$ cat src/rtl/watch_mode_controller.sv
// Button conditioning and mode/edit state machine for the watch datapath.
// The datapath sees only one-cycle command pulses and level controls, never raw buttons.
//
// mode state     | meaning
// MODE_TIMER     | countdown control: start, pause, clear
// MODE_STOPWATCH | stopwatch control: run toggle, lap, clear
// MODE_CLOCK     | time of day; a long split press enters field edit
// MODE_SET_ALARM | alarm time; start/stop arms the alarm, a long split press enters field edit
module watch_mode_controller #(
   parameter int DEBOUNCE_CYCLES   = 2,
   parameter int LONG_PRESS_CYCLES = 200
) (
   input  logic       clockSignal,
   input  logic       resetSignal,
   input  logic       btnMode,
   input  logic       btnStartStop,
   input  logic       btnSplitReset,
   input  logic       countdownActive,
   input  logic       alarmRinging,
   output logic [1:0] mode,
   output logic [1:0] editField,
   output logic       timerStartPulse,
   output logic       timerPausePulse,
   output logic       timerClearPulse,
   output logic       swRunToggle,
   output logic       lapPulse,
   output logic       swClearPulse,
   output logic       editIncPulse,
   output logic       alarmAckPulse,
   output logic       alarmEnable
);

   localparam int DBW = (DEBOUNCE_CYCLES < 2) ? 1 : $clog2(DEBOUNCE_CYCLES);
   localparam int LPW = $clog2(LONG_PRESS_CYCLES + 1);

   typedef enum logic [1:0] {
      MODE_TIMER     = 2'd0,
      MODE_STOPWATCH = 2'd1,
      MODE_CLOCK     = 2'd2,
      MODE_SET_ALARM = 2'd3
   } mode_t;

   // Bit 0 = mode, bit 1 = start/stop, bit 2 = split/reset.
   logic [2:0]     w_raw;
   logic [2:0]     r_sync1;
   logic [2:0]     r_sync2;
   logic [2:0]     r_deb;
   logic [2:0]     r_deb_d;
   logic [DBW-1:0] r_db_cnt [3];
   logic [LPW-1:0] r_lp_cnt;
   logic           r_long_fired;

   logic w_mode_press;
   logic w_ss_press;
   logic w_short;
   logic w_long;
   logic w_split_evt;
   logic w_any_evt;

   mode_t      r_mode;
   mode_t      w_mode_nxt;
   logic [1:0] r_edit;
   logic [1:0] w_edit_nxt;
   logic       r_sw_running;
   logic       w_sw_running_nxt;
   logic       r_alarm_en;
   logic       w_alarm_en_nxt;
   logic       r_tstart, r_tpause, r_tclear, r_swtog, r_lap, r_swclr, r_inc, r_ack;
   logic       w_tstart, w_tpause, w_tclear, w_swtog, w_lap, w_swclr, w_inc, w_ack;

   assign w_raw = {btnSplitReset, btnStartStop, btnMode};

   // The counter only advances while the synchronised level disagrees with the debounced one.
   always_ff @(posedge clockSignal or posedge resetSignal) begin
      if (resetSignal) begin
         r_sync1 <= '0;
         r_sync2 <= '0;
         r_deb   <= '0;
         r_deb_d <= '0;
         for (int i = 0; i < 3; i++) r_db_cnt[i] <= '0;
      end else begin
         r_sync1 <= w_raw;
         r_sync2 <= r_sync1;
         r_deb_d <= r_deb;
         for (int i = 0; i < 3; i++) begin
            if (r_sync2[i] == r_deb[i]) begin
               r_db_cnt[i] <= '0;
            end else if (r_db_cnt[i] == DBW'(DEBOUNCE_CYCLES - 1)) begin
               r_deb[i]    <= ~r_deb[i];
               r_db_cnt[i] <= '0;
            end else begin
               r_db_cnt[i] <= r_db_cnt[i] + 1'b1;
            end
         end
      end
   end

   assign w_mode_press = r_deb[0] & ~r_deb_d[0];
   assign w_ss_press   = r_deb[1] & ~r_deb_d[1];
   assign w_long       = r_deb[2] & ~r_long_fired & (r_lp_cnt == LPW'(LONG_PRESS_CYCLES - 1));
   assign w_short      = ~r_deb[2] & r_deb_d[2] & ~r_long_fired;
   assign w_split_evt  = w_short | w_long;
   assign w_any_evt    = w_mode_press | w_ss_press | w_split_evt;

   always_ff @(posedge clockSignal or posedge resetSignal) begin
      if (resetSignal) begin
         r_lp_cnt     <= '0;
         r_long_fired <= 1'b0;
      end else if (!r_deb[2]) begin
         r_lp_cnt     <= '0;
         r_long_fired <= 1'b0;
      end else begin
         if (r_lp_cnt != LPW'(LONG_PRESS_CYCLES)) r_lp_cnt <= r_lp_cnt + 1'b1;
         if (w_long) r_long_fired <= 1'b1;
      end
   end

   always_ff @(posedge clockSignal or posedge resetSignal) begin
      if (resetSignal) begin
         r_mode       <= MODE_TIMER;
         r_edit       <= 2'd0;
         r_sw_running <= 1'b0;
         r_alarm_en   <= 1'b0;
         r_tstart     <= 1'b0;
         r_tpause     <= 1'b0;
         r_tclear     <= 1'b0;
         r_swtog      <= 1'b0;
         r_lap        <= 1'b0;
         r_swclr      <= 1'b0;
         r_inc        <= 1'b0;
         r_ack        <= 1'b0;
      end else begin
         r_mode       <= w_mode_nxt;
         r_edit       <= w_edit_nxt;
         r_sw_running <= w_sw_running_nxt;
         r_alarm_en   <= w_alarm_en_nxt;
         r_tstart     <= w_tstart;
         r_tpause     <= w_tpause;
         r_tclear     <= w_tclear;
         r_swtog      <= w_swtog;
         r_lap        <= w_lap;
         r_swclr      <= w_swclr;
         r_inc        <= w_inc;
         r_ack        <= w_ack;
      end
   end

   // One event per cycle; a ringing alarm swallows whatever arrives.
   always_comb begin
      w_mode_nxt       = r_mode;
      w_edit_nxt       = r_edit;
      w_sw_running_nxt = r_sw_running;
      w_alarm_en_nxt   = r_alarm_en;
      w_tstart         = 1'b0;
      w_tpause         = 1'b0;
      w_tclear         = 1'b0;
      w_swtog          = 1'b0;
      w_lap            = 1'b0;
      w_swclr          = 1'b0;
      w_inc            = 1'b0;
      w_ack            = 1'b0;
      if (alarmRinging && w_any_evt) begin
         w_ack = 1'b1;
      end else if (w_mode_press) begin
         w_mode_nxt = mode_t'(r_mode + 2'd1);
         w_edit_nxt = 2'd0;
      end else if (w_split_evt) begin
         case (r_mode)
            MODE_TIMER: w_tclear = 1'b1;
            MODE_STOPWATCH: begin
               if (w_long) begin
                  w_swclr          = 1'b1;
                  w_sw_running_nxt = 1'b0;
               end else if (r_sw_running) begin
                  w_lap = 1'b1;
               end else begin
                  w_swclr = 1'b1;
               end
            end
            default: begin
               if (r_edit == 2'd0) begin
                  if (w_long) w_edit_nxt = 2'd1;
               end else if (w_long) begin
                  w_edit_nxt = 2'd0;
               end else begin
                  w_edit_nxt = r_edit + 2'd1;
               end
            end
         endcase
      end else if (w_ss_press) begin
         case (r_mode)
            MODE_TIMER: begin
               if (countdownActive) w_tpause = 1'b1;
               else                 w_tstart = 1'b1;
            end
            MODE_STOPWATCH: begin
               w_swtog          = 1'b1;
               w_sw_running_nxt = ~r_sw_running;
            end
            MODE_CLOCK: begin
               if (r_edit != 2'd0) w_inc = 1'b1;
            end
            default: begin
               if (r_edit != 2'd0) w_inc = 1'b1;
               else                w_alarm_en_nxt = ~r_alarm_en;
            end
         endcase
      end
   end

   assign mode            = r_mode;
   assign editField       = r_edit;
   assign timerStartPulse = r_tstart;
   assign timerPausePulse = r_tpause;
   assign timerClearPulse = r_tclear;
   assign swRunToggle     = r_swtog;
   assign lapPulse        = r_lap;
   assign swClearPulse    = r_swclr;
   assign editIncPulse    = r_inc;
   assign alarmAckPulse   = r_ack;
   assign alarmEnable     = r_alarm_en;

endmodule

$ cat config.mk
export PLATFORM = sky130hd
export DESIGN_NAME = watch_mode_controller
export DESIGN_NICKNAME = d
export VERILOG_FILES = /design/src/rtl/watch_mode_controller.sv
export SDC_FILE = /design/constraint.sdc
export NUM_CORES = 1
export LEC_CHECK = 0
export BUFFER_PORTS_ARGS = -buffer_cell sky130_fd_sc_hd__buf_2
export CORE_UTILIZATION = 50
export DETAILED_ROUTE_END_ITERATION = 8
export PLACE_DENSITY = 0.79
export SLEW_MARGIN = 10
export SYNTH_ARGS = -nofsm -noshare
export SYNTH_HDL_FRONTEND = slang
export SYNTH_SLANG_ARGS = --single-unit
$ cat constraint.sdc
create_clock -name clockSignal -period 2.9 [get_ports clockSignal]
set_clock_uncertainty 0.2 [all_clocks]
set_input_delay 0.29 -clock clockSignal [delete_from_list [all_inputs] [get_ports clockSignal]]
set_output_delay 0.29 -clock clockSignal [all_outputs]
set_load 0.03 [all_outputs]
Word-level counts from Yosys, hierarchy flattened
Cells that the tools add are included.

Register bits after elaboration: 38. Bits in latches: 0. RAM bits: 0. Memory bits (read-only): 0. Input bits: 7. Logic and storage cells: 142. Memories: 0.

Add/sub/neg operators: 6. Multiply operators: 0. Divide/modulo/power cells: 0. $lt $le $gt $ge: 0. Equal/unequal tests: 12. Shift operators: 0. Mux-type cells: 61. Bitwise operators: 25. Reduce and logical (&&, ||, !) cells: 15.

Operator list (count): two-way mux 1 bit (53); two-way mux 8 bit (2); NOT 1 bit (16); two-way mux 2 bit (6); adder 8 x 1 -> 8 bit (second input constant) (1); equality test 8 bit (second input constant) (1); != test 8 bit (second input constant) (1); AND reduction 2 bit (4); AND 1 bit (6); != test 2 x 1 -> 1 bit (second input constant) (3); AND reduction 6 bit (1); nonzero test 2 bit (3); AND reduction 5 bit (1); adder 2 x 1 -> 2 bit (second input constant) (2); zero test 2 bit (2); AND reduction 4 bit (1); adder 1 bit (second input constant) (3); equality test 1 bit (3); != test 3 bit (second input constant) (1); OR 1 bit (3); OR reduction 3 bit (1); equality test 2 x 1 -> 1 bit (second input constant) (1); equality test 2 bit (second input constant) (1); != test 2 bit (second input constant) (1); other kinds (2) (2).

Logic depth before layout (Yosys ltp)
Depth in word-level cells: 8. Mapped depth: 6.

Least setup slack after synthesis
No wires, ideal clock.

Kind: reg-to-reg. From: register r_lp_cnt[0]. To: register r_edit[1], in the netlist editField[1]. Library setup time: 0.122 ns. Arrival time: 1.603 ns. Data required time: 2.578 ns. Setup slack: 0.976 ns. Cell stages (with the launch flop): 7. Path buffers: 0. Clock period less this slack: 1.924 ns. Cell sequence: dfrtp_1 -> ha_1 -> nand2_2 -> nor4_4 -> nor2_1 -> a211o_1 -> a32o_1.

Cells in the longest elaborated chain, start to end: 7. Elaborated cells between the ends (all ways): 14. Those cells by class: 2 x eq/ne; 5 x mux; 4 x bitwise; 3 x reduce/logical.

Ends and longest elaborated chain: start, declared (line 50) `logic [LPW-1:0] r_lp_cnt;`; start signal, assigned (line 113) `if (r_lp_cnt != LPW'(LONG_PRESS_CYCLES)) r_lp_cnt <= r_lp_cnt + 1'b1;`; equality test 8 bit * (line 100) `assign w_long = r_deb[2] & ~r_long_fired & (r_lp_cnt == LPW'(LONG_PRESS_CYCLES - 1));`; AND 1 bit * (line 100); two-way mux 2 bit or OR 1 bit (tied branches) (line 183, 102); two-way mux 2 bit or OR 1 bit (tied branches) (line 181, 103); two-way mux 2 bit or logical AND 1 bit (tied branches) (line 168, 162); two-way mux 2 bit or NOT 1 bit (tied branches); two-way mux 2 bit or AND reduction 4 bit (tied branches); end signal, assigned (line 134) `r_edit <= w_edit_nxt;`; end, declared (line 62) `logic [1:0] r_edit;`.

Mark *: on every way between the ends. The rest lies on a longest branch, timed or not. The select of a mux whose other input is x is not followed. A chain may end at the register's enable or synchronous reset.

Worst setup path after layout
Ends and elaborated chain as after synthesis.

==> impl_metrics.env <==
export IMPL_num_vias=1060
export IMPL_dieArea_um2=3490
export IMPL_drv_cap=0
export IMPL_grt_pass1_wl_um=4180
export IMPL_slew_limit_headroom_pct=45.7
export IMPL_yosysSeqAreaShare_pct=58.5
export IMPL_gp_congestion=0.810
export IMPL_cts_max_level=2
export IMPL_route_detailed_drc=0
export IMPL_cp_slowest_cell="nor4_4"
export IMPL_whs_ns=0.0464
export IMPL_pre_cts_slack_ns=0.780
export IMPL_period_share_pct=73.0
export IMPL_drt_iter0_drc=22
export IMPL_dieHeight_um=59.0
export IMPL_first_pass_iters=4
export IMPL_initial_core_util_pct=52.8
export IMPL_clkSinkCount=38
export IMPL_setup_violations=0
export IMPL_slew_viol_final=0
export IMPL_track_usage_pct=17.0
export IMPL_setup_tns_ns=0
export IMPL_row_count=20
export IMPL_path_cells="ha_1, nand2_2, nor4_4, nor2_1, a211o_1, a32o_1"
export IMPL_ir_worst_vdd_mv=0.388
export IMPL_syn_area_um2=1630
export IMPL_min_period_ns=2.12
export IMPL_n_antenna_cell=0
export IMPL_worst_slack_ns=0.782
export IMPL_grt_setup_unrepaired="no"
export IMPL_hold_viol_final=0
export IMPL_nNetsFinal=178
export IMPL_grt_max_degree=24
export IMPL_use_met3_pct=6.77
export IMPL_viasPerCell=5.07
export IMPL_cp_arrival_ns=2.16
export IMPL_worstSetupPathType="reg2reg"
export IMPL_cts_clk_slew_worst_paths_ns=0.10
export IMPL_cpPeakStageDelay_ns=0.45
export IMPL_area_delta_synth_final_pct=17.5
export IMPL_synthesis_nets=147
export IMPL_met2_usage_pct=27.9
export IMPL_io_pins=20
export IMPL_root_buffer="clkbuf_4"
export IMPL_outcome="complete, no violations"
export IMPL_required_ns=2.94
export IMPL_use_met1_pct=18.6
export IMPL_grt_busiest_layer="met2"
export IMPL_cp_max_fo=8
export IMPL_dp_hpwl_um=1890
export IMPL_syn_inst=134
export IMPL_fmax_mhz=472
export IMPL_yosys_warnings=0
export IMPL_grt_pass1_vias=973
export IMPL_ys_types=35
export IMPL_synthFlopType="dfrtp_1"
export IMPL_fp_coreArea_um2=3080
export IMPL_grt_antenna_before_repair=0
export IMPL_portBuffers=19
export IMPL_critPathLaunchType="register"
export IMPL_yosys_register_bits=38
export IMPL_power_total_mw=1.61
export IMPL_drive_gt1_share_pct=20.6
export IMPL_wl_per_cell_um=12.5
export IMPL_synth_area_per_cell_um2=12.1
export IMPL_worst_slew_pin_slew_ns=0.813
export IMPL_synthArstFlopShare_pct=100
export IMPL_total_leakage_power_nw=0.931
export IMPL_wl_um=2610
export IMPL_clkLatencyLatePin_ns=0.33
export IMPL_cts_tree="done"
export IMPL_min_path_type="in2reg"
export IMPL_post_cts_resized=0
export IMPL_postCtsSetupRepairBufs=0
export IMPL_power_density_nw_per_um2=842
export IMPL_grt_overflow=0
export IMPL_synth_edff_count=0
export IMPL_die_x_um=59.0
export IMPL_cp_end_kind="register"
export IMPL_cts_buffer_depth=2
export IMPL_ant_nets=0
export IMPL_numCtsBuffers=5
-- critical path: cells and delay by family (launching register included) --
kind | cells | cell delay, ns
adders and majority gates | 1 | 0.26
DFF | 1 | 0.41
AOI/OAI and AO/OA | 2 | 0.51
and+or+nand+nor | 3 | 0.64
-- area by class of cell --
cell class | count | area [um2]
Clock buffer | 6 | 51.3
Clock inverter | 1 | 30.0
Sequential cell | 38 | 951
Multi-Input combinational cell | 88 | 646
Inverter | 7 | 26.3
Fill cell | 274 | 1170
Timing Repair Buffer | 25 | 153
Tap cell | 44 | 55.1
-- cells in the final DEF (no fill, tap or decap), types with 5 or more instances in the layout --
cell / count
dfrtp_1: 38
buf_2: 19
xnor2_1: 10
nor2_1: 10
and2_1: 7
inv_1: 7
ha_1: 6
nand3_1: 5
o21ai_0: 5
nor2b_1: 5
nand2_1: 5
clkbuf_4: 5
dlygate4sd3_1: 5
-- repair_timing --
| action | in CTS | in global routing |
|---|---|---|
| endpoints found under the hold margin | 26 | 0 |
| hold buffers | 5 | 0 |
| endpoints found under the setup margin | 0 | 0 |
-- routing by layer --
| layer | up-vias | part of all wire, % |
|---|---|---|
| li1 | 522 | - |
| met1 | 508 | 45 |
| met2 | 23 | 48 |
| met3 | 7 | 4.5 |
| met4 | 0 | 2.5 |
| met5 | - | 0 |
-- synth_stat cells (3+ instances only) --
cell type | n | share of area, %
nor4_1 | 3 | 1.2
ha_1 | 6 | 4.6
o21ai_0 | 5 | 1.5
nor2b_1 | 5 | 1.9
dfrtp_1 | 38 | 58
mux2_2 | 3 | 2.1
nand2_1 | 5 | 1.2
xnor2_1 | 10 | 5.4
nand3_1 | 5 | 1.5
nor2_1 | 10 | 2.3
inv_1 | 7 | 1.6
and3_1 | 3 | 1.2
and2_1 | 7 | 2.7
-- sequential cells by signal (all words and copies together), names as in the netlist --
| name | count |
|---|---|
| alarmAckPulse | 1 |
| r_deb_d | 3 |
| alarmEnable | 1 |
| mode | 2 |
| r_sw_running | 1 |
| editField | 2 |
| timerClearPulse | 1 |
| timerStartPulse | 1 |
| lapPulse | 1 |
| r_deb | 3 |
| timerPausePulse | 1 |
| r_sync2 | 3 |
| r_db_cnt | 3 |
| r_lp_cnt | 8 |
| r_long_fired | 1 |
| swRunToggle | 1 |
| swClearPulse | 1 |
| editIncPulse | 1 |
| r_sync1 | 3 |
-- stage by stage --
step	cell area (um2)	instances	util, %
floorplan	1630	134	-
global placement	1780	197	57.8
detailed placement	1780	197	57.8
CTS	1910	209	62.1
global route	1910	209	62.1
finish	1910	209	62.1
-- logic make-up after synthesis --
group,after synthesis,synth area share (%)
DFF,38,58.5
muxes,5,3.31
adders and majority gates,6,4.62
xor gates and xnor gates,11,5.92
buffers and inverters,8,1.85
and+or+nand+nor,52,19.7
AOI/OAI and AO/OA,14,6.15
-- power by group --
part	total, mW	switching (mW)	internal, mW
Clock	0.360	0.159	0.201
Combinational	0.496	0.283	0.213
Sequential	0.753	0.105	0.648
-- final timing paths --
| kind | cells after the start | to | startpoint | slack, ns |
|---|---|---|---|---|
| setup / recovery | 6 | editField[1] | r_lp_cnt[0] | 0.78 |
| setup reg to reg | 6 | editField[1] | r_lp_cnt[0] | 0.78 |
| min in group asynchronous | 3 | alarmAckPulse | resetSignal | 0.46 |
| hold / removal | 2 | alarmAckPulse | alarmRinging | 0.05 |
| hold reg to reg | 0 | r_sync2[2] | r_sync1[2] | 0.16 |
| max in group asynchronous | 4 | r_deb[2] | resetSignal | 1.32 |
Power figures use the tool's default switching activity.
